--- config.mk ---
export PLATFORM = sky130hd
export DESIGN_NAME = delay_sum_beamformer
export DESIGN_NICKNAME = d
export VERILOG_FILES = /design/src/rtl/delay_sum_beamformer.sv
export SDC_FILE = /design/constraint.sdc
export NUM_CORES = 2
export LEC_CHECK = 0
export ABC_AREA = 1
export CAP_MARGIN = 20
export CELL_PAD_IN_SITES_DETAIL_PLACEMENT = 0
export CELL_PAD_IN_SITES_GLOBAL_PLACEMENT = 1
export CORE_MARGIN = 1
export CORE_UTILIZATION = 46
export CTS_CLUSTER_DIAMETER = 30
export DETAILED_ROUTE_END_ITERATION = 10
export HOLD_SLACK_MARGIN = 0.03
export PLACE_DENSITY_LB_ADDON = 0.1
export SLEW_MARGIN = 10
export SYNTH_ARGS = -nofsm -noshare
export SYNTH_HDL_FRONTEND = slang
export SYNTH_SLANG_ARGS = --single-unit
--- constraint.sdc ---
create_clock -name clk -period 10.55 [get_ports clk]
set_input_delay 1.5825 -clock clk [delete_from_list [all_inputs] [get_ports clk]]
set_output_delay 1.5825 -clock clk [all_outputs]
set_load 0.01 [all_outputs]
--- src/rtl/delay_sum_beamformer.sv ---
// Delay-and-sum beamformer: deserialises NUM_MICS I2S stereo lines, averages per-channel delayed taps,
// and emits the result as mono I2S plus parallel PCM. Optional macro BEAMFORMER_CHANNEL_MASK_EN adds a channel mask.
module delay_sum_beamformer #(
    parameter int unsigned NUM_MICS    = 4,
    parameter int unsigned SAMPLE_BITS = 16,
    parameter int unsigned SLOT_BITS   = 32,
    parameter int unsigned DELAY_DEPTH = 8
) (
    input  logic                             clk,
    input  logic                             reset,
    input  logic [NUM_MICS-1:0]              sd_in,
    output logic                             ws_out,
    output logic                             sd_out,
    input  logic                             cfg_we,
    input  logic [$clog2(2*NUM_MICS)-1:0]    cfg_addr,
    input  logic [$clog2(DELAY_DEPTH)-1:0]   cfg_delay,
`ifdef BEAMFORMER_CHANNEL_MASK_EN
    input  logic                             cfg_mask_we,
`endif
    output logic [SAMPLE_BITS-1:0]           pcm_out,
    output logic                             pcm_valid
);
    localparam int unsigned CH = 2 * NUM_MICS;
    localparam int unsigned CW = $clog2(CH);
    localparam int unsigned DW = $clog2(DELAY_DEPTH);
    localparam int unsigned AW = SAMPLE_BITS + CW;
    localparam int unsigned FL = 2 * SLOT_BITS;
    localparam int unsigned FW = $clog2(FL);

    typedef enum logic [1:0] {IDLE = 2'd0, ACC = 2'd1, DONE = 2'd2} state_e;

    state_e                 state_q, state_d;
    logic [FW-1:0]          fc_q, fc_d;
    logic                   ws_q, ws_d;
    logic                   sd_q, sd_d;
    logic [SAMPLE_BITS-1:0] tx_q, tx_d;
    logic [SAMPLE_BITS-1:0] pcm_q, pcm_d;
    logic                   valid_q, valid_d;
    logic [AW-1:0]          acc_q, acc_d;
    logic [SAMPLE_BITS-1:0] sr_q     [CH];
    logic [SAMPLE_BITS-1:0] sr_d     [CH];
    logic [SAMPLE_BITS-1:0] dl_q     [CH][DELAY_DEPTH];
    logic [SAMPLE_BITS-1:0] dl_d     [CH][DELAY_DEPTH];
    logic [DW-1:0]          shadow_q [CH];
    logic [DW-1:0]          shadow_d [CH];
    logic [DW-1:0]          act_q    [CH];
    logic [DW-1:0]          act_d    [CH];

    logic                   push, capture;
    logic                   acc_clr, acc_add, pcm_load;
    logic [FW-1:0]          slot_idx, slot_nxt;
    logic [SAMPLE_BITS-1:0] sel_tap;
    logic [AW-1:0]          tap_ext;
    logic [CH-1:0]          chan_en;

`ifdef BEAMFORMER_CHANNEL_MASK_EN
    logic [CH-1:0] mask_q, mask_d;

    always_comb begin
        mask_d = mask_q;
        for (int c = 0; c < CH; c++) begin
            if (cfg_mask_we && (cfg_addr == CW'(c))) mask_d[c] = cfg_delay[0];
        end
    end

    always_ff @(posedge clk) begin
        if (reset) mask_q <= '1;
        else       mask_q <= mask_d;
    end

    assign chan_en = mask_q;
`else
    assign chan_en = '1;
`endif

    // Frame counter, slot position and word select
    always_comb begin
        push     = (fc_q == FW'(FL - 1));
        fc_d     = push ? '0 : fc_q + FW'(1);
        slot_idx = (fc_q >= FW'(SLOT_BITS)) ? fc_q - FW'(SLOT_BITS) : fc_q;
        slot_nxt = (fc_d >= FW'(SLOT_BITS)) ? fc_d - FW'(SLOT_BITS) : fc_d;
        ws_d     = (fc_d >= FW'(SLOT_BITS));
        capture  = (slot_idx != '0) && (slot_idx <= FW'(SAMPLE_BITS));
    end

    // Deserialisers, delay lines and shadow/active tap registers
    always_comb begin
        sr_d     = sr_q;
        dl_d     = dl_q;
        shadow_d = shadow_q;
        act_d    = act_q;
        for (int c = 0; c < CH; c++) begin
            if (capture && (ws_q == 1'(c & 1))) sr_d[c] = {sr_q[c][SAMPLE_BITS-2:0], sd_in[c >> 1]};
            if (cfg_we && (cfg_addr == CW'(c))) shadow_d[c] = cfg_delay;
        end
        if (push) begin
            act_d = shadow_d;
            for (int c = 0; c < CH; c++) begin
                dl_d[c][0] = sr_q[c];
                for (int t = 1; t < DELAY_DEPTH; t++) dl_d[c][t] = dl_q[c][t-1];
            end
        end
    end

    // Channel fc selects its active tap; out-of-range taps and masked channels read 0
    always_comb begin
        sel_tap = '0;
        for (int c = 0; c < CH; c++) begin
            for (int t = 0; t < DELAY_DEPTH; t++) begin
                if ((fc_q == FW'(c)) && (act_q[c] == DW'(t)) && chan_en[c]) sel_tap = dl_q[c][t];
            end
        end
    end

    // FSM state register
    always_ff @(posedge clk) begin
        if (reset) state_q <= IDLE;
        else       state_q <= state_d;
    end

    // FSM next state
    always_comb begin
        state_d = state_q;
        case (state_q)
            IDLE:    if (fc_q == '0) state_d = ACC;
            ACC:     if (fc_q == FW'(CH - 1)) state_d = DONE;
            DONE:    state_d = IDLE;
            default: state_d = IDLE;
        endcase
    end

    // FSM outputs: IDLE at fc=0 seeds the sum with channel 0, ACC adds channels 1..CH-1
    always_comb begin
        acc_clr  = (state_q == IDLE) && (fc_q == '0);
        acc_add  = (state_q == ACC);
        pcm_load = (state_q == DONE);
    end

    // Accumulator, PCM result and serial transmitter
    always_comb begin
        tap_ext = {{CW{sel_tap[SAMPLE_BITS-1]}}, sel_tap};
        acc_d   = acc_q;
        if (acc_clr)      acc_d = tap_ext;
        else if (acc_add) acc_d = acc_q + tap_ext;
        // Dropping the low CW bits is the arithmetic shift by CW truncated to SAMPLE_BITS
        pcm_d   = pcm_load ? acc_q[AW-1:CW] : pcm_q;
        valid_d = pcm_load;
        tx_d    = (fc_q == '0) ? pcm_q : tx_q;
        sd_d    = 1'b0;
        for (int b = 0; b < SAMPLE_BITS; b++) begin
            if (slot_nxt == FW'(b + 1)) sd_d = tx_d[SAMPLE_BITS-1-b];
        end
    end

    always_ff @(posedge clk) begin
        if (reset) begin
            fc_q    <= '0;
            ws_q    <= 1'b0;
            sd_q    <= 1'b0;
            tx_q    <= '0;
            pcm_q   <= '0;
            valid_q <= 1'b0;
            acc_q   <= '0;
            for (int c = 0; c < CH; c++) begin
                sr_q[c]     <= '0;
                shadow_q[c] <= '0;
                act_q[c]    <= '0;
                for (int t = 0; t < DELAY_DEPTH; t++) dl_q[c][t] <= '0;
            end
        end else begin
            fc_q     <= fc_d;
            ws_q     <= ws_d;
            sd_q     <= sd_d;
            tx_q     <= tx_d;
            pcm_q    <= pcm_d;
            valid_q  <= valid_d;
            acc_q    <= acc_d;
            sr_q     <= sr_d;
            dl_q     <= dl_d;
            shadow_q <= shadow_d;
            act_q    <= act_d;
        end
    end

    assign ws_out    = ws_q;
    assign sd_out    = sd_q;
    assign pcm_out   = pcm_q;
    assign pcm_valid = valid_q;

endmodule

**Word-level counts from Yosys, hierarchy flattened**

Index checks and enable logic that the tools add are counted.

- $add $sub $neg: 4
- Order comparisons: 3
- Eq/ne operators: 91
- Muxes and demuxes: 97
- Bitwise gates (word level): 1
- Reductions and logical operators: 90

Operators by type and width:

| cell | number |
|---|---|
| $mux 16 | 65 |
| $eq 3x3->1 const B | 36 |
| $logic_and 1x1->1 | 76 |
| $eq 3x2->1 const B | 18 |
| $eq 6x3->1 const B | 8 |
| $eq 6x4->1 const B | 8 |
| $mux 19 | 2 |
| $eq 3x1->1 const B | 9 |
| $logic_not 3->1 | 9 |
| $eq 6x2->1 const B | 4 |
| $mux 3 | 8 |
| $add 19x19->19 | 1 |
| $mux 6 | 3 |
| $mux 1 | 16 |
| $eq 6x1->1 const B | 2 |
| $ge 6x6->1 const B | 2 |
| $sub 6x6->6 const B | 2 |
| $add 6x1->6 const B | 1 |
| $eq 6x5->1 const B | 1 |
| $eq 6x6->1 const B | 1 |
| $le 6x5->1 const B | 1 |
| $logic_not 6->1 | 1 |
| $reduce_bool 6->1 | 1 |
| $mux 2 | 2 |
| 9 further kinds | 9 |

- Register bits after elaboration: 1,262
- Input bits: 13
- Logic and storage cells: 382

**Logic depth before layout (Yosys ltp)**

- Depth after elaboration: 69
- Depth in mapped cells: 105
- Mapped depth without buffers: 104

**Worst setup path before layout**

OpenSTA, ideal clock, no wires.

- Path kind: register to register
- From: reg fc_q[0]
- To: reg acc_q[18]
- Setup time: 0.109 ns
- Arrival: 7.520 ns
- Data required time: 10.441 ns
- Slack: 2.921 ns
- Cell stages (with the launch flop): 106
- Buffers on the path: 1
- Clock period less this slack: 7.629 ns
- Path through: dfxtp_1 > inv_1 > ha_1 > nand3_2 > nor2_2 > buf_2 > nand2_1 > nand3_1 > a221oi_1 > nand3_1 > o21bai_1 > nand3_1 > o211ai_1 > nand3_1 > o211ai_1 > nand3_1 > nand3_1 > nand3_1 > [70 not listed] > nor2_1 > nor2_1 > nor2_1 > o21ai_0 > nand2_1 > inv_1 > nor2_1 > inv_1 > a21oi_1 > inv_1 > nand2_1 > nand2_1 > nor2_1 > inv_1 > nand2_1 > nand3_1 > nand2_1 > inv_1

- Longest elaborated chain between the ends: 69
- Elaborated cells on any way between the ends: 141
- Classes of those cells: add/sub (1); eq/ne (7); mux (66); reduce/logical (67)

Ends and longest elaborated chain:

| element | line | text |
|---|---|---|
| start: declaration | 33 | `logic [FW-1:0] fc_q, fc_d;` |
| start signal: assignment | 157 | `fc_q <= '0;` |
| start signal: assignment | 171 | `fc_q <= fc_d;` |
| $logic_not 6->1 | 110, 134 |  |
| $logic_and 1x1->1 | 110 | `if ((fc_q == FW'(c)) && (act_q[c] == DW'(t)) && chan_en[c]) sel_tap = dl_q[c][t];` |
| $mux 16 (64 in a row) | 110 |  |
| $add 19x19->19 | 144 | `else if (acc_add) acc_d = acc_q + tap_ext;` |
| $mux 19 | 144 |  |
| $mux 19 | 143 | `if (acc_clr) acc_d = tap_ext;` |
| end signal: assignment | 163 | `acc_q <= '0;` |
| end signal: assignment | 177 | `acc_q <= acc_d;` |
| end: declaration | 39 | `logic [AW-1:0] acc_q, acc_d;` |

Parallel ways exist; a longest one is shown, timed or not. The select of a mux whose other input is x is not followed.
A chain may end at the register's enable or synchronous reset.

**Final worst setup path**

- From: reg fc_q[3]
- To: reg acc_q[18]

The elaborated chain is that of the path after synthesis.

==> results.py <==
metrics = {
    "outcome": {
        "status": "finished, final reports clean",
    },
    "logic_synthesis": {
        "synth_most_common_cell": "nor2_1",
        "synth.area.top_cells": "dfxtp_1, nor2_1, o21ai_0",
        "yosysSeqAreaShare_pct": 45.3,
        "synth_area_leader_cell": "dfxtp_1",
        "yosysWarningCount": 0,
        "ys_top_cells_by_count": "nor2_1, o21ai_0, nand2_1",
        "syn_nets": 8317,
        "synth_edf_count": 0,
        "synth_top_area_share_pct": 45.3,
        "ys_ff_latch": 1262,
        "syn_area_um2": 55800,
        "async_flop_share_pct": 0,
        "synthFlopType": "dfxtp_1",
        "netlist_instances": 8280,
        "ys_types": 52,
        "synth.avg_cell_area_um2": 6.74,
    },
    "clock_tree": {
        "cts_buffers": 316,
        "clk_latency_ns": 0.89,
        "cts_tree": "built",
        "clock_tree.buffer_depth": 4,
        "hold_buffers": 0,
        "h-tree-depth": 5,
        "clk_pin_slew_ns": 0.05,
        "cts.sinks": 1262,
        "root_buffer": "clkbuf_16",
    },
    "routing": {
        "vias_per_cell": 5.13,
        "routed_wirelength_mm": 155,
        "vias": 51600,
        "drt-pass1-iter-count": 5,
        "first_iter_violations": 4155,
        "ant_nets": 0,
        "drc": 0,
        "routedWlPerCell_um": 15.5,
    },
    "timing": {
        "slew_headroom_pct": 24.3,
        "final.setup_skew_ns": 0.0495,
        "drv_slew": 0,
        "setup_tns_ns": 0,
        "worst_pin_slew_ns": 1.14,
        "fin_crit_sh_pct": 86.8,
        "fmax_mhz": 109,
        "rsz0062_at_grt": "no",
        "fin_crit_ns": 9.15,
        "finalHoldViolCount": 0,
        "finalSetupViolCount": 0,
    },
    "floorplanning": {
        "dieArea_um2": 123000,
        "floorplan.die.width_um": 350,
        "start_util_pct": 46.4,
        "die_h_um": 350,
        "rows": 127,
        "core_um2": 120000,
        "pin_count": 32,
    },
    "placement": {
        "hpwl_mm": 93.4,
        "placedCellCount": 9518,
        "io_buffer_count": 31,
        "gp_congestion": 0.806,
    },
    "setup_path": {
        "cp_max_fo": 15,
        "crit_type": "flip-flop to flip-flop",
        "crit_end": "acc_q[18]$_SDFFE_PP0P_",
        "cp_common_cell": "nand2_1",
        "r2r_start": "fc_q[3]$_SDFF_PP0_",
        "ff2ff_setup_slack_ns": 1.40,
        "worst_setup_path_end_kind": "flip-flop",
        "required_ns": 11.29,
        "crit_slowest_cell": "dfxtp_1",
        "arrival_ns": 9.90,
        "r2r-end": "acc_q[18]$_SDFFE_PP0P_",
        "worstSetupStartpoint": "fc_q[3]$_SDFF_PP0_",
        "r2r_cells": 100,
        "startpoint_type": "flip-flop",
        "cp_slowest_stage_delay_ns": 0.33,
    },
    "grt": {
        "grt_pass1_wl_mm": 255,
        "grt_pass1_vias": 48000,
        "grt_usage_pct": 25.0,
        "antenna_found_initial": 2,
        "grt-ovfl-total": 0,
        "grt_max_degree": 260,
    },
    "power_and_ir_drop": {
        "p_per_area_nw_per_um2": 227,
        "p_leak_nw": 32.3,
        "power.total_mw": 15.4,
        "irDropWorstVdd_v": 0.000189,
    },
    "min_path": {
        "worstHoldStart": "sr_q[125]$_SDFFE_PP0P_",
        "whs_path_depth": 2,
        "hp-class": "flip-flop to flip-flop",
    },
    "cells_and_area": {
        "instances_no_fill": 10100,
        "final_nets": 8263,
        "final_layout_size_suffix_gt1_share_pct": 9.86,
        "diodes": 0,
        "syn2layout_area_growth_pct": 21.9,
    },
    "flow_run": {
        "cap_viol_max_count": 0,
    },
}
[state kept, by name, summed over array words and instances (netlist names), 6 cells and up]
signal and flops:
shadow_q 24, pcm_out 16, act_q 24, acc_q 19
sr_q 128, fc_q 6, tx_q 16, dl_q 1024
[worst max-delay path: cells and delay by family, from the launching register on]
family	cells	cell delay, ns
compound gates	10	1.20
buf+inv	12	0.90
fa+ha+maj	1	0.32
flops	1	0.33
simple gates	77	6.25
[cells by family (layout without fill, tap and decap cells)]
kind of cell / after synthesis / count (layout) / synth area share [%]
AO/OA/AOI/OAI: 1854 / 1854 / 17.1
XOR/XNOR: 5 / 5 / 0.0785
adder cells (fa/ha/maj): 24 / 24 / 0.552
buffers and inverters: 1126 / 1296 / 7.89
flip-flops: 1262 / 1262 / 45.3
multiplexers: 15 / 15 / 0.269
AND/OR/NAND/NOR: 3994 / 3994 / 28.9
[placed cells by master (no fill, tap or decap), drive strengths merged, types with 48 or more instances in the layout]
cell       n
nor2    2107
o21ai   1315
nand2   1283
dfxtp   1262
inv      584
a21oi    447
clkbuf   406
nand3    353
or2      163
buf      129
clkinv    79
bufinv    48
[metrics by stage]
step	utilization [%]	setup slack [ns]	area, µm²	hold WS (ns)
after floorplan	-	2.92	55800	0.430
after global placement	47.5	1.10	57000	0.442
after detailed placement	47.5	1.17	57000	0.448
after CTS	56.6	1.16	68000	0.451
after global routing	56.6	0.0452	68000	0.466
final	56.6	1.40	68000	0.442
[per-layer routing]
layer	GRT usage, %	share of wire [%]	vias to the layer above
met5	0	0.014	-
met4	7.47	2.0	4
met3	4.18	4.7	283
met2	37.7	44	1050
met1	36.3	50	23800
li1	-	-	26400
[area by class of cell]
type | count | area [µm²]
Fill cell | 11700 | 52100
Multi-Input combinational cell | 5892 | 26200
Sequential cell | 1262 | 25300
Clock buffer | 406 | 8920
Inverter | 595 | 2250
Tap cell | 1612 | 2020
Clock inverter | 136 | 1990
Timing Repair Buffer | 159 | 1390
[worst min path at each step]
| stage | slack [ns] | end |
|---|---|---|
| finish | 0.44 | dl_q[1021]$_SDFFE_PP0P_ |
| global route | 0.47 | dl_q[7]$_SDFFE_PP0P_ |
| CTS | 0.45 | dl_q[1021]$_SDFFE_PP0P_ |
| detailed placement | 0.45 | sr_q[47]$_SDFFE_PP0P_ |
| global placement | 0.44 | dl_q[255]$_SDFFE_PP0P_ |
| floorplan | 0.43 | dl_q[1023]$_SDFFE_PP0P_ |
[where the power goes]
group	leakage, nW	switching, mW	internal [mW]
sequential	10.2	0.0270	4.84
clock	5.34	2.85	7.04
combinational	16.8	0.460	0.217
[repair_timing]
action                                  4_1_cts  5_1_grt
gates resized for setup                       0        3
buffers inserted                              0        1
endpoints found under the setup margin        0        1
(Power assumes the default switching activity.)
